--- src/rtl/dcache_port_arbiter_pkg.sv ---
// Shared definitions for the data-cache port arbiter: FSM state encoding,
// requester identifiers and the request-qualification helper.
package dcache_port_arbiter_pkg;

    localparam logic [0:0] ST_IDLE = 1'b0;
    localparam logic [0:0] ST_BUSY = 1'b1;

    localparam logic REQ_LSU = 1'b0;
    localparam logic REQ_DMA = 1'b1;

    // A requester is asking for the port when it has an access type and a qualified address.
    function automatic logic req_active(input logic rd, input logic wr, input logic addr_valid);
        return (rd | wr) & addr_valid;
    endfunction

endpackage

--- src/rtl/dcache_port_arbiter_if.sv ---
// One cache-port bundle: the request side plus the completion/read-data return.
// The master drives the request; the slave answers with mem_done and rdata.
// On the cache side, rdata carries the DCache_data bus.
interface dcache_port_arbiter_if #(
    parameter int ADDR_W = 32,
    parameter int DATA_W = 32
);
    logic              read_mem;
    logic              write_mem;
    logic [ADDR_W-1:0] addr;
    logic              addr_valid;
    logic [DATA_W-1:0] write_data;
    logic              write_data_valid;
    logic              mem_done;
    logic [DATA_W-1:0] rdata;

    modport master (
        output read_mem, write_mem, addr, addr_valid, write_data, write_data_valid,
        input  mem_done, rdata
    );

    modport slave (
        input  read_mem, write_mem, addr, addr_valid, write_data, write_data_valid,
        output mem_done, rdata
    );
endinterface

--- src/rtl/dcache_port_arbiter_starve_ctr.sv ---
// Saturating count of consecutive LSU grants taken while DMA was waiting.
// force_dma tells the arbiter that DMA must win the next contested grant.
module arb_starve_ctr #(
    parameter int STARVE_LIMIT = 4
) (
    input  logic clk,
    input  logic rst_n,
    input  logic lsu_grant,
    input  logic dma_grant,
    input  logic req_dma,
    output logic force_dma
);
    localparam logic [3:0] LIMIT = 4'(STARVE_LIMIT);

    logic [3:0] cnt_p1;

    // Count LSU wins over a waiting DMA; any DMA win or uncontested grant restarts the count.
    always_ff @(posedge clk or negedge rst_n) begin
        if (!rst_n) begin
            cnt_p1 <= '0;
        end else if (dma_grant || (lsu_grant && !req_dma)) begin
            cnt_p1 <= '0;
        end else if (lsu_grant && (cnt_p1 < LIMIT)) begin
            cnt_p1 <= cnt_p1 + 4'd1;
        end
    end

    assign force_dma = (cnt_p1 == LIMIT);
endmodule

--- src/rtl/dcache_port_arbiter.sv ---
// Two-master arbiter in front of the single data-cache request port.
// The winning request is registered and held toward the cache until mem_done;
// completion and load data are steered back to the owning requester only.
module dcache_port_arbiter #(
    parameter int ADDR_W       = 32,
    parameter int DATA_W       = 32,
    parameter int STARVE_LIMIT = 4
) (
    input  logic                   clk,
    input  logic                   rst_n,
    dcache_port_arbiter_if.slave   lsu,
    dcache_port_arbiter_if.slave   dma,
    dcache_port_arbiter_if.master  cache,
    output logic                   owner,
    output logic                   busy
);
    import dcache_port_arbiter_pkg::*;

    logic [0:0]        state_p1;
    logic              owner_p1;
    logic              read_p1;
    logic              write_p1;
    logic [ADDR_W-1:0] addr_p1;
    logic              addr_valid_p1;
    logic [DATA_W-1:0] wdata_p1;
    logic              wdv_p1;
    logic              wdv_seen_p1;

    logic              req_lsu;
    logic              req_dma;
    logic              force_dma;
    logic              grant;
    logic              win_dma;
    logic              win_rd;
    logic              win_wr;
    logic [ADDR_W-1:0] win_addr;
    logic [DATA_W-1:0] win_wdata;
    logic              win_wdv;
    logic [DATA_W-1:0] own_wdata;
    logic              own_wdv;

    // Request qualification, winner selection and the winner/owner field muxes.
    always_comb begin
        req_lsu   = req_active(lsu.read_mem, lsu.write_mem, lsu.addr_valid);
        req_dma   = req_active(dma.read_mem, dma.write_mem, dma.addr_valid);
        grant     = (state_p1 == ST_IDLE) && (req_lsu || req_dma);
        // LSU has priority unless it has starved DMA for STARVE_LIMIT grants.
        win_dma   = req_dma && (!req_lsu || force_dma);
        win_rd    = win_dma ? dma.read_mem         : lsu.read_mem;
        win_wr    = win_dma ? dma.write_mem        : lsu.write_mem;
        win_addr  = win_dma ? dma.addr             : lsu.addr;
        win_wdata = win_dma ? dma.write_data       : lsu.write_data;
        win_wdv   = win_dma ? dma.write_data_valid : lsu.write_data_valid;
        own_wdata = (owner_p1 == REQ_DMA) ? dma.write_data       : lsu.write_data;
        own_wdv   = (owner_p1 == REQ_DMA) ? dma.write_data_valid : lsu.write_data_valid;
    end

    arb_starve_ctr #(
        .STARVE_LIMIT (STARVE_LIMIT)
    ) u_starve_ctr (
        .clk       (clk),
        .rst_n     (rst_n),
        .lsu_grant (grant && !win_dma),
        .dma_grant (grant && win_dma),
        .req_dma   (req_dma),
        .force_dma (force_dma)
    );

    // Grant stage: latch the winner, hold it while busy, release on mem_done.
    always_ff @(posedge clk or negedge rst_n) begin
        if (!rst_n) begin
            state_p1      <= ST_IDLE;
            owner_p1      <= REQ_LSU;
            read_p1       <= 1'b0;
            write_p1      <= 1'b0;
            addr_p1       <= '0;
            addr_valid_p1 <= 1'b0;
            wdata_p1      <= '0;
            wdv_p1        <= 1'b0;
            wdv_seen_p1   <= 1'b0;
        end else if (state_p1 == ST_IDLE) begin
            if (grant) begin
                state_p1      <= ST_BUSY;
                owner_p1      <= win_dma;
                // A simultaneous read+write is forwarded as a write only.
                read_p1       <= win_rd && !win_wr;
                write_p1      <= win_wr;
                addr_p1       <= win_addr;
                addr_valid_p1 <= 1'b1;
                wdata_p1      <= win_wdata;
                wdv_p1        <= win_wdv;
                wdv_seen_p1   <= win_wdv;
            end
        end else if (cache.mem_done) begin
            state_p1      <= ST_IDLE;
            read_p1       <= 1'b0;
            write_p1      <= 1'b0;
            addr_p1       <= '0;
            addr_valid_p1 <= 1'b0;
            wdata_p1      <= '0;
            wdv_p1        <= 1'b0;
            wdv_seen_p1   <= 1'b0;
        end else if (!wdv_seen_p1) begin
            // Store data may arrive after the address; follow it until it is valid once.
            wdata_p1    <= own_wdata;
            wdv_p1      <= own_wdv;
            wdv_seen_p1 <= own_wdv;
        end
    end

    assign busy  = (state_p1 == ST_BUSY);
    assign owner = owner_p1;

    assign cache.read_mem         = read_p1;
    assign cache.write_mem        = write_p1;
    assign cache.addr             = addr_p1;
    assign cache.addr_valid       = addr_valid_p1;
    assign cache.write_data       = wdata_p1;
    assign cache.write_data_valid = wdv_p1;

    // Completion is combinational from the cache and only reaches the current owner.
    assign lsu.mem_done = busy && (owner_p1 == REQ_LSU) && cache.mem_done;
    assign dma.mem_done = busy && (owner_p1 == REQ_DMA) && cache.mem_done;
    assign lsu.rdata    = lsu.mem_done ? cache.rdata : '0;
    assign dma.rdata    = dma.mem_done ? cache.rdata : '0;
endmodule

--- src/flat_wrapper.sv ---
// flat-port wrapper written by rule: the top's interface ports become plain ports
module dcache_port_arbiter_flat import dcache_port_arbiter_pkg::*;
#(
    parameter int ADDR_W       = 32,
    parameter int DATA_W       = 32,
    parameter int STARVE_LIMIT = 4
)
  (clk, rst_n, owner, busy, lsu_read_mem, lsu_write_mem, lsu_addr, lsu_addr_valid, lsu_write_data, lsu_write_data_valid, lsu_mem_done, lsu_rdata, dma_read_mem, dma_write_mem, dma_addr, dma_addr_valid, dma_write_data, dma_write_data_valid, dma_mem_done, dma_rdata, cache_read_mem, cache_write_mem, cache_addr, cache_addr_valid, cache_write_data, cache_write_data_valid, cache_mem_done, cache_rdata);
  dcache_port_arbiter_if #(.ADDR_W(ADDR_W), .DATA_W(DATA_W)) lsu_i ();
  dcache_port_arbiter_if #(.ADDR_W(ADDR_W), .DATA_W(DATA_W)) dma_i ();
  dcache_port_arbiter_if #(.ADDR_W(ADDR_W), .DATA_W(DATA_W)) cache_i ();
  input  logic clk;
  input  logic rst_n;
  output logic owner;
  output logic busy;
  input wire logic [$bits(lsu_i.read_mem)-1:0] lsu_read_mem;
  input wire logic [$bits(lsu_i.write_mem)-1:0] lsu_write_mem;
  input wire logic [$bits(lsu_i.addr)-1:0] lsu_addr;
  input wire logic [$bits(lsu_i.addr_valid)-1:0] lsu_addr_valid;
  input wire logic [$bits(lsu_i.write_data)-1:0] lsu_write_data;
  input wire logic [$bits(lsu_i.write_data_valid)-1:0] lsu_write_data_valid;
  output wire logic [$bits(lsu_i.mem_done)-1:0] lsu_mem_done;
  output wire logic [$bits(lsu_i.rdata)-1:0] lsu_rdata;
  input wire logic [$bits(dma_i.read_mem)-1:0] dma_read_mem;
  input wire logic [$bits(dma_i.write_mem)-1:0] dma_write_mem;
  input wire logic [$bits(dma_i.addr)-1:0] dma_addr;
  input wire logic [$bits(dma_i.addr_valid)-1:0] dma_addr_valid;
  input wire logic [$bits(dma_i.write_data)-1:0] dma_write_data;
  input wire logic [$bits(dma_i.write_data_valid)-1:0] dma_write_data_valid;
  output wire logic [$bits(dma_i.mem_done)-1:0] dma_mem_done;
  output wire logic [$bits(dma_i.rdata)-1:0] dma_rdata;
  output wire logic [$bits(cache_i.read_mem)-1:0] cache_read_mem;
  output wire logic [$bits(cache_i.write_mem)-1:0] cache_write_mem;
  output wire logic [$bits(cache_i.addr)-1:0] cache_addr;
  output wire logic [$bits(cache_i.addr_valid)-1:0] cache_addr_valid;
  output wire logic [$bits(cache_i.write_data)-1:0] cache_write_data;
  output wire logic [$bits(cache_i.write_data_valid)-1:0] cache_write_data_valid;
  input wire logic [$bits(cache_i.mem_done)-1:0] cache_mem_done;
  input wire logic [$bits(cache_i.rdata)-1:0] cache_rdata;
  assign lsu_i.read_mem = lsu_read_mem;
  assign lsu_i.write_mem = lsu_write_mem;
  assign lsu_i.addr = lsu_addr;
  assign lsu_i.addr_valid = lsu_addr_valid;
  assign lsu_i.write_data = lsu_write_data;
  assign lsu_i.write_data_valid = lsu_write_data_valid;
  assign lsu_mem_done = lsu_i.mem_done;
  assign lsu_rdata = lsu_i.rdata;
  assign dma_i.read_mem = dma_read_mem;
  assign dma_i.write_mem = dma_write_mem;
  assign dma_i.addr = dma_addr;
  assign dma_i.addr_valid = dma_addr_valid;
  assign dma_i.write_data = dma_write_data;
  assign dma_i.write_data_valid = dma_write_data_valid;
  assign dma_mem_done = dma_i.mem_done;
  assign dma_rdata = dma_i.rdata;
  assign cache_read_mem = cache_i.read_mem;
  assign cache_write_mem = cache_i.write_mem;
  assign cache_addr = cache_i.addr;
  assign cache_addr_valid = cache_i.addr_valid;
  assign cache_write_data = cache_i.write_data;
  assign cache_write_data_valid = cache_i.write_data_valid;
  assign cache_i.mem_done = cache_mem_done;
  assign cache_i.rdata = cache_rdata;
  dcache_port_arbiter #(.ADDR_W(ADDR_W), .DATA_W(DATA_W), .STARVE_LIMIT(STARVE_LIMIT)) u_core (.clk(clk), .rst_n(rst_n), .lsu(lsu_i), .dma(dma_i), .cache(cache_i), .owner(owner), .busy(busy));
endmodule
--- config.mk ---
export PLATFORM = sky130hd
export DESIGN_NAME = dcache_port_arbiter_flat
export DESIGN_NICKNAME = d
export VERILOG_FILES = /design/src/rtl/dcache_port_arbiter_pkg.sv /design/src/rtl/dcache_port_arbiter_if.sv /design/src/rtl/dcache_port_arbiter_starve_ctr.sv /design/src/rtl/dcache_port_arbiter.sv /design/src/flat_wrapper.sv
export SDC_FILE = /design/constraint.sdc
export NUM_CORES = 1
export LEC_CHECK = 0
export BUFFER_PORTS_ARGS = -buffer_cell sky130_fd_sc_hd__buf_2
export CORE_MARGIN = 4
export CORE_UTILIZATION = 30
export CTS_CLUSTER_DIAMETER = 30
export DETAILED_ROUTE_END_ITERATION = 10
export GPL_ROUTABILITY_DRIVEN = 0
export HOLD_SLACK_MARGIN = 0.12
export SYNTH_ARGS = -nofsm -noshare
export SYNTH_HDL_FRONTEND = slang
export SYNTH_HIERARCHICAL = 1
export SYNTH_SLANG_ARGS = --single-unit
--- constraint.sdc ---
create_clock -name clk -period 1.95 [get_ports clk]
set_clock_uncertainty 0.15 [all_clocks]
set_input_delay 0.195 -clock clk [delete_from_list [all_inputs] [get_ports clk]]
set_output_delay 0.195 -clock clk [all_outputs]
set_load 0.1 [all_outputs]
==> impl_metrics.csv <==
group,metric,value,unit
routing,routedWlPerCell,20.29,um
cts,path_clk_slew,0.06,ns
global_route,gr-usage-met2,39.52,%
timing,fmax,483.9,MHz
critical_path,crit_path_end,"u_core/cache.write_data[23]$_DFFE_PN0P_",
placement,place_area,8029,um^2
synthesis,synth-main-ff-cell,"dfrtp_1",
synthesis,syn_avg_cell_area,10.17,um^2
placement,dp_hpwl,14020,um
die,die_y,135.9,um
global_route,grt_pass1_wl,30890,um
global_route,grt_usage,21.54,%
critical_path,r2r_start,"u_core/u_starve_ctr/cnt_p1[0]$_DFFE_PN0P_",
finish,finish.net_count,1068,
power,powerDensity,1056,nW/um^2
global_route,grt.overflow.total,0,
synthesis,ys_ff_latch,75,
critical_path,timing.reg2reg.setup_slack,-0.12,ns
finish,n_fill_cell,1267,
cts,clock_latency,0.32,ns
placement,io_buffer_count,306,
timing,tightestPinTransition,0.6781,ns
finish,layout_commonest_cell,"buf_2",
routing,vias,5660,
critical_path,cp.arrival,2.13,ns
synthesis,netlist_area,4911,um^2
die,fp-row-count,46,
cts,cts_buffer_depth,2,
synthesis,ys_seq_area_share,38.22,%
timing,setup_viol,102,
routing,ant_nets,0,
finish,multi_input_area,3369,um^2
global_route,grt_max_degree,37,
cts,cts-htree-levels,3,
timing,slew_headroom,54.68,%
flow_run,max-cap-violations,0,
timing,post-route-period-util,106.0,%
cts,cts_tree,"yes",
die,initial_utilization,30.80,%
critical_path,critical_path.endpoint_type,"flip-flop",
timing,rsz0062_at_grt,"yes",
routing,first_pass_iters,4,
die,core,15940,um^2
timing,slew_violations,0,
die,die_area,18480,um^2
routing,wl,22730,um
cts,cts_buffers,9,
synthesis,syn-num-nets,656,
cts,root_buffer,"clkbuf_16",
global_route,antenna_found_initial,4,
timing,setup_slack,-0.1165,ns
critical_path,startpoint_type,"flip-flop",
critical_path,r2r_end,"u_core/cache.write_data[23]$_DFFE_PN0P_",
power,fin_total_pwr,10.53,mW
finish,ff_latch_area,1884,um^2
finish,drive_above_1_share,62.44,%
synthesis,synthCells,483,
global_route,grt_pass1_vias,5624,
timing,period_minus_slack,2.066,ns
synthesis,ys_async_sr_fraction,100.0,%
worst_hold_path,hp-class,"in -> reg",
critical_path,cp.required,2.01,ns
cts,clock_sinks,75,
power,power.leakage,5.001,nW
critical_path,path_max_fanout,7,
critical_path,crit_type,"reg -> reg",
power,vdd_drop_max,0.0006602,V
die,num_io_pins,307,
routing,vias_per_cell,5.054,
die,die_w,135.9,um
global_route,busiest_layer,"met2",
synthesis,yosysUniqueCellTypes,34,
status,status,"finished, violations left",
global_route,grt_use_met1,23.07,%
finish,final_cell_mix,"buf_2 (238), buf_12 (80), dfrtp_1 (73)",
finish,final_area,9973,um^2
status,violations,"negative setup slack",
synthesis,synth_edf_count,0,
critical_path,critPathLaunch,"u_core/u_starve_ctr/cnt_p1[0]$_DFFE_PN0P_",
routing,drt-initial-drc-count,281,
critical_path,worst-r2r-cell-count,8,
synthesis,ys.warnings.count,6,
global_route,grtUsageMet3,4.811,%
finish,area_delta_synth_final,103.1,%
routing,drc_errors,0,
timing,hold_viol_final,0,
layer usage:
metal,vias up,share of wire (%)
met1,2707,35
met3,85,6.7
li1,2597,-
met2,271,52
met4,0,5.8
met5,-,0
repair_timing:
| item | 4_1_cts | 5_1_grt |
|---|---|---|
| endpoints found under the setup margin | 130 | 138 |
| gates resized for setup | 23 | 59 |
| hold buffers | 68 | 4 |
| pin swaps | 38 | 69 |
| setup buffers | 11 | 5 |
| gates cloned | 6 | 11 |
| endpoints found under the hold margin | 110 | 3 |
worst max-delay path, stage by stage, from the launching register on:
cell	delay (ns)
dfrtp_1	0.35
inv_1	0.05
ha_2	0.16
and3_4	0.18
o21ai_4	0.17
buf_12	0.17
buf_8	0.14
mux2_2	0.34
o221a_2	0.24
synth_stat cells (3+ instances only):
master | n | area share [%]
clkbuf_1 | 23 | 1.8
inv_1 | 5 | 0.38
dfrtp_1 | 75 | 38
o21a_1 | 3 | 0.46
mux2_2 | 62 | 14
o2bb2ai_1 | 33 | 5.9
o21ai_2 | 3 | 0.54
o21ai_1 | 6 | 0.61
o221a_1 | 4 | 0.92
o21ai_0 | 28 | 2.9
buf_6 | 7 | 1.6
o221a_2 | 28 | 6.4
mux2i_1 | 34 | 6.9
buf_2 | 9 | 0.92
and2_1 | 65 | 8.3
nand2_1 | 68 | 5.2
mux2_4 | 3 | 0.92
nor2_1 | 8 | 0.61
through the flow:
| step | TNS, ns | utilization [%] | hold WS (ns) | cells | setup WS [ns] |
|---|---|---|---|---|---|
| floorplan | -2.900 | - | -0.2506 | 483 | -0.1026 |
| global placement | -2.357 | 50.36 | 0.04456 | 995 | -0.08373 |
| detailed placement | -3.589 | 50.36 | 0.04759 | 995 | -0.1156 |
| CTS | -6.274 | 58.40 | 0.08205 | 1096 | -0.1228 |
| global route | -13.29 | 62.56 | 0.1203 | 1120 | -0.1885 |
| finish | -5.430 | 62.56 | 0.1264 | 1120 | -0.1165 |
final cells by class:
class                   count  area share, %
repair buffers            436          40.96
multi-input cells         367          33.78
flip-flops and latches     75          18.89
well taps                 216          2.710
clock buffers              12          2.572
clock inverters             4         0.7276
inverters                   6         0.2509
diodes                      4         0.1004
how the worst min path moves through the flow:
stage	slack (ns)	start	end	cells past startpoint
3_5_place_dp	0.05	rst_n	u_core/cache.addr[15]$_DFFE_PN0P_	1
5_1_grt	0.12	dma_write_data[15]	u_core/cache.write_data[15]$_DFFE_PN0P_	3
6_report	0.13	lsu_write_data[16]	u_core/cache.write_data[16]$_DFFE_PN0P_	3
3_3_place_gp	0.04	rst_n	u_core/cache.addr[15]$_DFFE_PN0P_	1
2_1_floorplan	-0.25	rst_n	u_core/cache.addr[0]$_DFFE_PN0P_	0
4_1_cts	0.08	lsu_write_mem	u_core/cache.write_mem$_DFFE_PN0P_	3
power by group:
part	internal, mW	total [mW]	leakage (nW)	switching, mW
clock network	1.19	1.84	0.159	0.654
registers	1.89	2.13	0.959	0.238
logic	2.10	6.56	3.88	4.45
total	5.18	10.5	5.00	5.35
cells by family (layout without fill, tap and decap cells):
| family | Yosys count | count (layout) | share of synthesized area [%] |
|---|---|---|---|
| AOI/OAI and AO/OA | 113 | 114 | 19.01 |
| and+or+nand+nor | 147 | 151 | 15.13 |
| muxes | 99 | 99 | 22.06 |
| DFF | 75 | 75 | 38.22 |
| adders and majority gates | 2 | 2 | 0.5095 |
| xor gates and xnor gates | 1 | 1 | 0.1784 |
| buffers and inverters | 46 | 458 | 4.892 |
| other | 0 | 4 | 0 |
state kept, by name, summed over array words and instances (netlist names):
register                       cells
u_core/u_starve_ctr/cnt_p1         4
u_core/cache.write_mem             1
u_core/cache.write_data_valid      1
u_core/cache.addr                 32
u_core/wdv_seen_p1                 1
u_core/busy                        1
u_core/cache.read_mem              1
u_core/cache.addr_valid            1
u_core/cache.write_data           32
u_core/owner                       1
No activity file was read; power rests on OpenSTA's default activity.
